==> src/rtl/alu_sequencer_pkg.sv <==
// Shared definitions for the ALU sequencer: opcode map, FSM encoding, error codes
// and instruction field positions.
package alu_sequencer_pkg;

  localparam logic [7:0] OP_ADD       = 8'h00;
  localparam logic [7:0] OP_CMP       = 8'h0A;
  localparam logic [7:0] OP_CMPI      = 8'h0B;
  localparam logic [7:0] OP_CMPU      = 8'h0C;
  localparam logic [7:0] OP_NOP       = 8'h17;
  localparam logic [7:0] OP_HALT      = 8'hFF;
  localparam logic [7:0] OP_LAST_FLAG = OP_CMPU;
  localparam logic [7:0] OP_LAST_EXEC = OP_NOP;

  localparam logic [15:0] INSTR_NOP = {OP_NOP, 8'h00};

  localparam int OPC_MSB = 15;
  localparam int OPC_LSB = 8;
  localparam int RD_MSB  = 7;
  localparam int RD_LSB  = 4;

  localparam logic [1:0] ERR_NONE    = 2'b00;
  localparam logic [1:0] ERR_TIMEOUT = 2'b01;
  localparam logic [1:0] ERR_ILLEGAL = 2'b10;

  typedef enum logic [2:0] {
    ST_IDLE      = 3'd0,
    ST_FETCH     = 3'd1,
    ST_DECODE    = 3'd2,
    ST_EXECUTE   = 3'd3,
    ST_WRITEBACK = 3'd4,
    ST_HALTED    = 3'd5
  } state_t;

  function automatic logic [15:0] onehot16(input logic [3:0] idx);
    return 16'h0001 << idx;
  endfunction

  function automatic logic [15:0] sat_inc16(input logic [15:0] val);
    return (val == 16'hFFFF) ? val : val + 16'd1;
  endfunction

endpackage

==> src/rtl/alu_sequencer_opclass.sv <==
// Combinational opcode classifier: which side effects an opcode has, and whether
// it ends execution.
module alu_seq_opclass
  import alu_sequencer_pkg::*;
(
  input  logic [7:0] opcode,
  output logic       writes_reg,
  output logic       writes_flags,
  output logic       is_halt,
  output logic       is_illegal
);

  logic is_compare_or_nop;

  assign is_halt           = (opcode == OP_HALT);
  assign is_illegal        = (opcode > OP_LAST_EXEC) && !is_halt;
  assign is_compare_or_nop = (opcode == OP_CMP) || (opcode == OP_CMPI) ||
                             (opcode == OP_CMPU) || (opcode == OP_NOP);
  assign writes_reg        = !is_halt && !is_illegal && !is_compare_or_nop;
  assign writes_flags      = (opcode <= OP_LAST_FLAG);

endmodule

==> src/rtl/alu_sequencer.sv <==
// Fetch/decode/execute/writeback controller driving the ALU + register-bank datapath.
// All outputs come straight from flops so the datapath sees glitch-free enables.
module alu_sequencer
  import alu_sequencer_pkg::*;
#(
  parameter int ADDR_W      = 8,
  parameter int MEM_TIMEOUT = 15,
  parameter int START_PC    = 0
) (
  input  logic              Clocks,
  input  logic              reset,
  input  logic              start,
  output logic              mem_req,
  output logic [ADDR_W-1:0] mem_addr,
  input  logic              mem_ack,
  input  logic [15:0]       mem_data,
  output logic [15:0]       instr_out,
  output logic [15:0]       reg_we,
  output logic              flag_we,
  output logic [ADDR_W-1:0] pc,
  output logic [15:0]       retired,
  output logic              busy,
  output logic              halted,
  output logic [1:0]        err
);

  localparam int CNT_W = (MEM_TIMEOUT < 1) ? 1 : $clog2(MEM_TIMEOUT + 1);
  localparam logic [CNT_W-1:0]  TIMEOUT_CNT = CNT_W'(MEM_TIMEOUT);
  localparam logic [ADDR_W-1:0] START_ADDR  = ADDR_W'(START_PC);

  state_t              state_q, state_d;
  logic [ADDR_W-1:0]   pc_q, pc_d;
  logic [15:0]         instr_q, instr_d;
  logic [15:0]         reg_we_q, reg_we_d;
  logic                flag_we_q, flag_we_d;
  logic                mem_req_q, mem_req_d;
  logic [15:0]         retired_q, retired_d;
  logic [1:0]          err_q, err_d;
  logic [CNT_W-1:0]    cnt_q, cnt_d;

  logic writes_reg, writes_flags, is_halt, is_illegal;

  alu_seq_opclass u_opclass (
    .opcode      (instr_q[OPC_MSB:OPC_LSB]),
    .writes_reg  (writes_reg),
    .writes_flags(writes_flags),
    .is_halt     (is_halt),
    .is_illegal  (is_illegal)
  );

  always_comb begin
    state_d   = state_q;
    pc_d      = pc_q;
    instr_d   = instr_q;
    reg_we_d  = '0;
    flag_we_d = 1'b0;
    mem_req_d = 1'b0;
    retired_d = retired_q;
    err_d     = err_q;
    cnt_d     = cnt_q;
    case (state_q)
      ST_IDLE, ST_HALTED: begin
        if (start) begin
          state_d   = ST_FETCH;
          pc_d      = START_ADDR;
          err_d     = ERR_NONE;
          retired_d = '0;
          cnt_d     = '0;
          mem_req_d = 1'b1;
        end
      end
      ST_FETCH: begin
        // An ack arriving on the timeout cycle still completes the fetch.
        if (mem_ack) begin
          instr_d = mem_data;
          cnt_d   = '0;
          state_d = ST_DECODE;
        end else if (cnt_q == TIMEOUT_CNT) begin
          err_d   = ERR_TIMEOUT;
          cnt_d   = '0;
          state_d = ST_HALTED;
        end else begin
          cnt_d     = cnt_q + 1'b1;
          mem_req_d = 1'b1;
        end
      end
      ST_DECODE: begin
        if (is_halt) begin
          retired_d = sat_inc16(retired_q);
          state_d   = ST_HALTED;
        end else if (is_illegal) begin
          err_d   = ERR_ILLEGAL;
          state_d = ST_HALTED;
        end else begin
          state_d = ST_EXECUTE;
        end
      end
      ST_EXECUTE: begin
        reg_we_d  = writes_reg ? onehot16(instr_q[RD_MSB:RD_LSB]) : '0;
        flag_we_d = writes_flags;
        state_d   = ST_WRITEBACK;
      end
      ST_WRITEBACK: begin
        pc_d      = pc_q + 1'b1;
        retired_d = sat_inc16(retired_q);
        mem_req_d = 1'b1;
        state_d   = ST_FETCH;
      end
      default: state_d = ST_IDLE;
    endcase
  end

  always_ff @(posedge Clocks or negedge reset) begin
    if (!reset) begin
      state_q   <= ST_IDLE;
      pc_q      <= START_ADDR;
      instr_q   <= INSTR_NOP;
      reg_we_q  <= '0;
      flag_we_q <= 1'b0;
      mem_req_q <= 1'b0;
      retired_q <= '0;
      err_q     <= ERR_NONE;
      cnt_q     <= '0;
    end else begin
      state_q   <= state_d;
      pc_q      <= pc_d;
      instr_q   <= instr_d;
      reg_we_q  <= reg_we_d;
      flag_we_q <= flag_we_d;
      mem_req_q <= mem_req_d;
      retired_q <= retired_d;
      err_q     <= err_d;
      cnt_q     <= cnt_d;
    end
  end

  assign mem_req   = mem_req_q;
  assign mem_addr  = pc_q;
  assign pc        = pc_q;
  assign instr_out = instr_q;
  assign reg_we    = reg_we_q;
  assign flag_we   = flag_we_q;
  assign retired   = retired_q;
  assign err       = err_q;
  assign halted    = (state_q == ST_HALTED);
  assign busy      = (state_q != ST_IDLE) && (state_q != ST_HALTED);

endmodule

==> config.mk <==
export PLATFORM = sky130hd
export DESIGN_NAME = alu_sequencer
export DESIGN_NICKNAME = d
export VERILOG_FILES = /design/src/rtl/alu_sequencer_pkg.sv /design/src/rtl/alu_sequencer_opclass.sv /design/src/rtl/alu_sequencer.sv
export SDC_FILE = /design/constraint.sdc
export NUM_CORES = 1
export LEC_CHECK = 0
export BUFFER_PORTS_ARGS = -buffer_cell sky130_fd_sc_hd__buf_2
export CORE_ASPECT_RATIO = 1.2
export CORE_MARGIN = 2
export CORE_UTILIZATION = 33
export DETAILED_ROUTE_END_ITERATION = 12
export HOLD_SLACK_MARGIN = 0.02
export SETUP_SLACK_MARGIN = 0.5
export SLEW_MARGIN = 20
export SYNTH_ARGS = -nofsm -noshare
export SYNTH_HDL_FRONTEND = slang
export SYNTH_SLANG_ARGS = --single-unit
==> constraint.sdc <==
create_clock -name Clocks -period 3.9 [get_ports Clocks]
set_input_delay 0.39 -clock Clocks [delete_from_list [all_inputs] [get_ports Clocks]]
set_output_delay 0.39 -clock Clocks [all_outputs]
set_load 0.02 [all_outputs]
# --- Word-level counts from Yosys, hierarchy flattened ---
# Index checks and enable logic that the tools add are counted.
totals:
  reg_bits: 67
  latch_bits: 0
  mem_bits_rw: 0
  romBits: 0
  input_bits: 20
  output_inout_bits: 70
  n_memories: 0
op_classes:
  n_addsub: 3
  n_mul: 0
  n_div: 0
  n_lt_le_gt_ge: 2
  n_eq_ne: 20
  shift: 1
  n_mux: 29
  bitwise_logic: 0
  reduce_logical: 23
ops:
  columns: ["op", "n"]
  rows:
  - ["16-bit 2-to-1 mux", 5]
  - ["16-bit case mux with 3 select lines", 1]
  - ["8-bit by 4-bit equality test with 1-bit output, second input constant", 3]
  - ["16-bit by 1-bit adder with 16-bit output, second input constant", 1]
  - ["16-bit equality test, second input constant", 1]
  - ["8-bit case mux with 2 select lines", 1]
  - ["1-bit by 4-bit << shifter with 16-bit output, first input constant", 1]
  - ["3-bit 2-to-1 mux", 5]
  - ["3-bit case mux with 5 select lines", 1]
  - ["4-bit 2-to-1 mux", 3]
  - ["2-bit 2-to-1 mux", 5]
  - ["3-bit nonzero test", 3]
  - ["8-bit by 1-bit adder with 8-bit output, second input constant", 1]
  - ["8-bit by 5-bit equality test with 1-bit output, second input constant", 1]
  - ["8-bit equality test, second input constant", 1]
  - ["8-bit by 5-bit greater-than comparator with 1-bit output, second input constant", 1]
  - ["8-bit by 4-bit <= comparator with 1-bit output, second input constant", 1]
  - ["8-bit 2-to-1 mux", 1]
  - ["2-bit inequality test, second input constant", 4]
  - ["4-bit case mux with 2 select lines", 1]
  - ["2-bit AND reduction", 4]
  - ["3-bit by 2-bit equality test with 1-bit output, second input constant", 2]
  - ["3-bit equality test, second input constant", 2]
  - ["3-bit inequality test, second input constant", 2]
  - ["other kinds (15)", 27]

# --- Logic depth before layout (Yosys ltp) ---
logic_depth:
  word_depth: 8
  ltp_mapped: 8
  ltp_nobuf: 6

# --- Hierarchy ---
# Synthesis repeated with hierarchy kept, for this count alone.
hier_totals:
  hier_cells: 328
  hier_area_um2: 3370.7
modules_own_cells:
  columns: ["mod", "n_inst", "cells_each", "area_each_um2"]
  rows:
  - ["alu_sequencer", 1, 312, 3279.4]
  - ["alu_seq_opclass", 1, 16, 91.3]

# --- Least setup slack after synthesis ---
# No wires, ideal clock.
synth_path:
  path_kind: "register to register"
  from: "reg state_q[1]"
  to: "reg instr_q[11] (netlist: instr_out[11])"
  setup_time_ns: 0.125
  arrival_time_ns: 1.813
  t_required_ns: 3.775
  setup_slack_ns: 1.962
  path_stages_with_launch: 7
  path_buffers: 2
  cell_sequence: "dfrtp_1 > buf_2 > nor2b_1 > nand2b_1 > nor2_1 > buf_2 > mux2_2"
synth_via:
  elab_chain_cells: 2
synth_lines:
  columns: ["item", "line_no", "text"]
  rows:
  - ["from (decl)", "alu_sequencer.sv:31", "state_t state_q, state_d;"]
  - ["from (signal assigned)", "alu_sequencer.sv:125", "state_q <= state_d;"]
  - ["3-bit by 1-bit equality test with 1-bit output", "alu_sequencer.sv:61", "case (state_q)"]
  - ["2-bit AND reduction (no source line)", null, null]
  - ["to (signal assigned)", "alu_sequencer.sv:127", "instr_q <= instr_d;"]
  - ["to (decl)", "alu_sequencer.sv:33", "logic [15:0] instr_q, instr_d;"]
# No other way between the ends.
# A chain may end at the register's enable or synchronous reset.

# --- Worst setup path in the final report ---
layout_path:
  from: "reg state_q[2]"
  to: "reg retired_q[12] (netlist: retired[12])"
layout_via:
  elab_chain_cells: 4
  elab_cells_between_ends: 10
layout_lines:
  columns: ["item", "line_no", "text"]
  rows:
  - ["3-bit equality test / 3-bit zero test (equally long branches)", "alu_sequencer.sv:61", null]
  - ["2-bit OR reduction", "alu_sequencer.sv:61", null]
  - ["2-bit inequality test (no source line) / 3-bit nonzero test (equally long branches)", null, null]
  - ["3-bit AND reduction (no source line)", null, null]
  - ["to (signal assigned)", "alu_sequencer.sv:131", "retired_q <= retired_d;"]
  - ["to (decl)", "alu_sequencer.sv:37", "logic [15:0] retired_q, retired_d;"]
# Several ways; a longest one is shown, not always the timed one.

==> metrics.cfg <==
[clock_tree]
cts_setup_buffers = 0
cts_tree = yes
cts_root_buf = clkbuf_16
insertion_delay_ns = 0.32
cts-htree-levels = 3
clkSinkCount = 67
postCtsHoldBufs = 0
clk_pin_slew_ns = 0.06
cts-resized-gates = 0
numCtsBuffers = 9
clock_path_buffers = 2

[floorplanning]
num_rows = 39
ios = 90
fp.dieArea_sq_um = 10600
die_h_um = 112
core_sq_um = 9520
die_w_um = 94.2
start_util_pct = 33.8

[synthesis]
yosysTopAreaCell = dfrtp_1
yosys_warnings = 0
synth.area.mux_share_pct = 7.15
synth_seq_cells = 67
synth-xor-area-share_pct = 0.816
synth_edf_count = 0
syn_nets = 330
async_flop_share_pct = 100
synth_seq_area_share_pct = 52.2
synthCells = 307
synth_compound_area_share_pct = 11.3
synth-main-ff-cell = dfrtp_1
synth_top_family_by_area = simple AND/OR/NAND/NOR gates
ys_types = 54
ys_top_cells_by_area = dfrtp_1 (49%), dfstp_2 (3.3%), mux2_2 (3.1%)
synth.avg_cell_area_sq_um = 10.5
synthAdderAreaFrac_pct = 1.17
synth_top_cell_area_share_pct = 49.0
yosys.area_share.simple_pct = 22.2
synthesis.area_sq_um = 3220

[sta]
post-route-min-period_ns = 2.42
timing.fmax_mhz = 413
hold_viol_final = 0
max-slew-margin-rel_pct = 40.1
drv_slew = 0
rsz0062_at_grt = no
setup_tns_ns = 0
period_share_pct = 62.1
worst-slew-pin-transition_ns = 0.876
worst_clock_skew_ns = 0.00458
setup-violations-final = 0

[power_and_ir_drop]
power_density_nw_per_um2 = 693
peakVddDrop_v = 0.000420
power_leakage_nw = 1.92
p_total_mw = 2.77

[drt]
via_count = 2661
drc = 0
wl_um = 7200
initialDrtViolationCount = 105
dr.pass1.iters = 4
antenna_left = 0
routedWlPerCell_um = 13.9
viasPerCell = 5.14

[flow_run]
maxCapViolations = 0

[critical_path]
start_kind = register
regToRegSetupSlack_ns = 1.48
path_max_fanout = 18
cp.arrival_ns = 2.63
setup.worst_path.end_class = register
required_ns = 4.11
crit_type = reg -> reg

[cells_and_area]
fin_nets = 413
nFillCells = 921
area_delta_synth_final_pct = 23.9
drive_above_1_share_pct = 33.2
final_common_cell = buf_2
postLayoutCoreUtil_pct = 41.9
final_cells = 518
final_cell_mix = buf_2 (89), dfrtp_1 (63), nor2_1 (24), nand2_1 (22), o21ai_0 (19)
n_antenna_cell = 0

[global_route]
grt_usage_pct = 13.9
grt_overflow = 0
grt_max_degree = 35
antenna_found_initial = 0
grt_pass1_vias = 2556
grt_pass1_wl_um = 11900

[place]
placedCellCount = 502
place_congestion = 0.772
io_buffers = 89
dp_hpwl_um = 5140

[outcome]
outcome = completed

[hold_path]
hold_class = in -> async

-- cell families after synthesis --
logic type,after synthesis
compound gates,60
xor+xnor,3
fa+ha+maj,3
buf+inv,28
flops,67
mux,21
simple gates,125
-- stage by stage --
step                setup slack [ns]  hold slack, ns  cell area, sq um
CTS                             1.26           0.149              3990
global placement                1.35           0.464              3710
floorplan                       1.96          0.0944              3220
global route                    1.25           0.187              3990
finish                          1.48           0.125              3990
detailed placement              1.25           0.474              3710
-- worst paths after layout --
check                             start            end  cells after the start
max in group asynchronous         reset    mem_addr[5]                      2
min in group Clocks        mem_data[13]  instr_out[13]                      2
setup reg to reg             state_q[2]    retired[12]                      5
setup / recovery             state_q[2]    retired[12]                      5
hold reg to reg            instr_out[3]   instr_out[3]                      1
hold / removal                    reset  instr_out[14]                      1
-- power breakdown --
part	total, mW	switching [mW]	leakage, nW	internal (mW)
Combinational	0.954	0.593	0.906	0.361
Sequential	1.07	0.211	0.884	0.857
Clock	0.743	0.310	0.132	0.433
Total	2.77	1.11	1.92	1.65
-- flip-flops by register name, indices dropped and copies added (netlist names) --
signal / cells
cnt_q: 4
err: 2
flag_we: 1
instr_out: 16
mem_addr: 8
mem_req: 1
reg_we: 16
retired: 16
state_q: 3
-- synthesized netlist by cell type (2+ instances only) --
| cell type | instances |
|---|---|
| dfrtp_1 | 63 |
| nor2_1 | 24 |
| nand2_1 | 22 |
| o21ai_0 | 19 |
| a21oi_1 | 14 |
| nand3_1 | 12 |
| o31ai_1 | 11 |
| mux2_2 | 9 |
| buf_4 | 8 |
| inv_1 | 8 |
| nand4_1 | 8 |
| mux2_1 | 7 |
| nor3_1 | 7 |
| and3_1 | 6 |
| or4_1 | 6 |
| mux2i_1 | 5 |
| nand2b_1 | 5 |
| buf_2 | 4 |
| clkbuf_1 | 4 |
| dfstp_2 | 4 |
| nand3b_1 | 4 |
| nor4_1 | 4 |
| or2_2 | 4 |
| a31oi_1 | 3 |
| buf_6 | 3 |
| ha_1 | 3 |
| nor2b_1 | 3 |
| o21ai_1 | 3 |
| xor2_1 | 3 |
| a21o_1 | 2 |
| a32o_1 | 2 |
| and2_1 | 2 |
| nand4b_1 | 2 |
| nor3_2 | 2 |
| or3_1 | 2 |
-- routing by layer --
metal / share of wire, % / track usage, %
met1: 45 / 18.8
met3: 5.3 / 3.29
met4: 1.4 / 4.35
met2: 49 / 22.2
met5: 0 / 0
-- cell type report --
cell class | count | area [sq um] | area share [%]
Sequential cell | 67 | 1680 | 42.1
Multi-Input combinational cell | 212 | 1380 | 34.6
Timing Repair Buffer | 92 | 468 | 11.7
Clock buffer | 9 | 225 | 5.64
Tap cell | 123 | 154 | 3.86
Clock inverter | 7 | 51.3 | 1.29
Inverter | 8 | 30.0 | 0.752
-- worst max-delay path, cell delays in order, from the launching register on --
cell and delay, ns:
dfrtp_1 0.62, xor2_1 0.20, nand2b_1 0.26, nor4_4 0.80, and4bb_1 0.31, mux2i_1 0.11
Power figures use the tool's default switching activity.
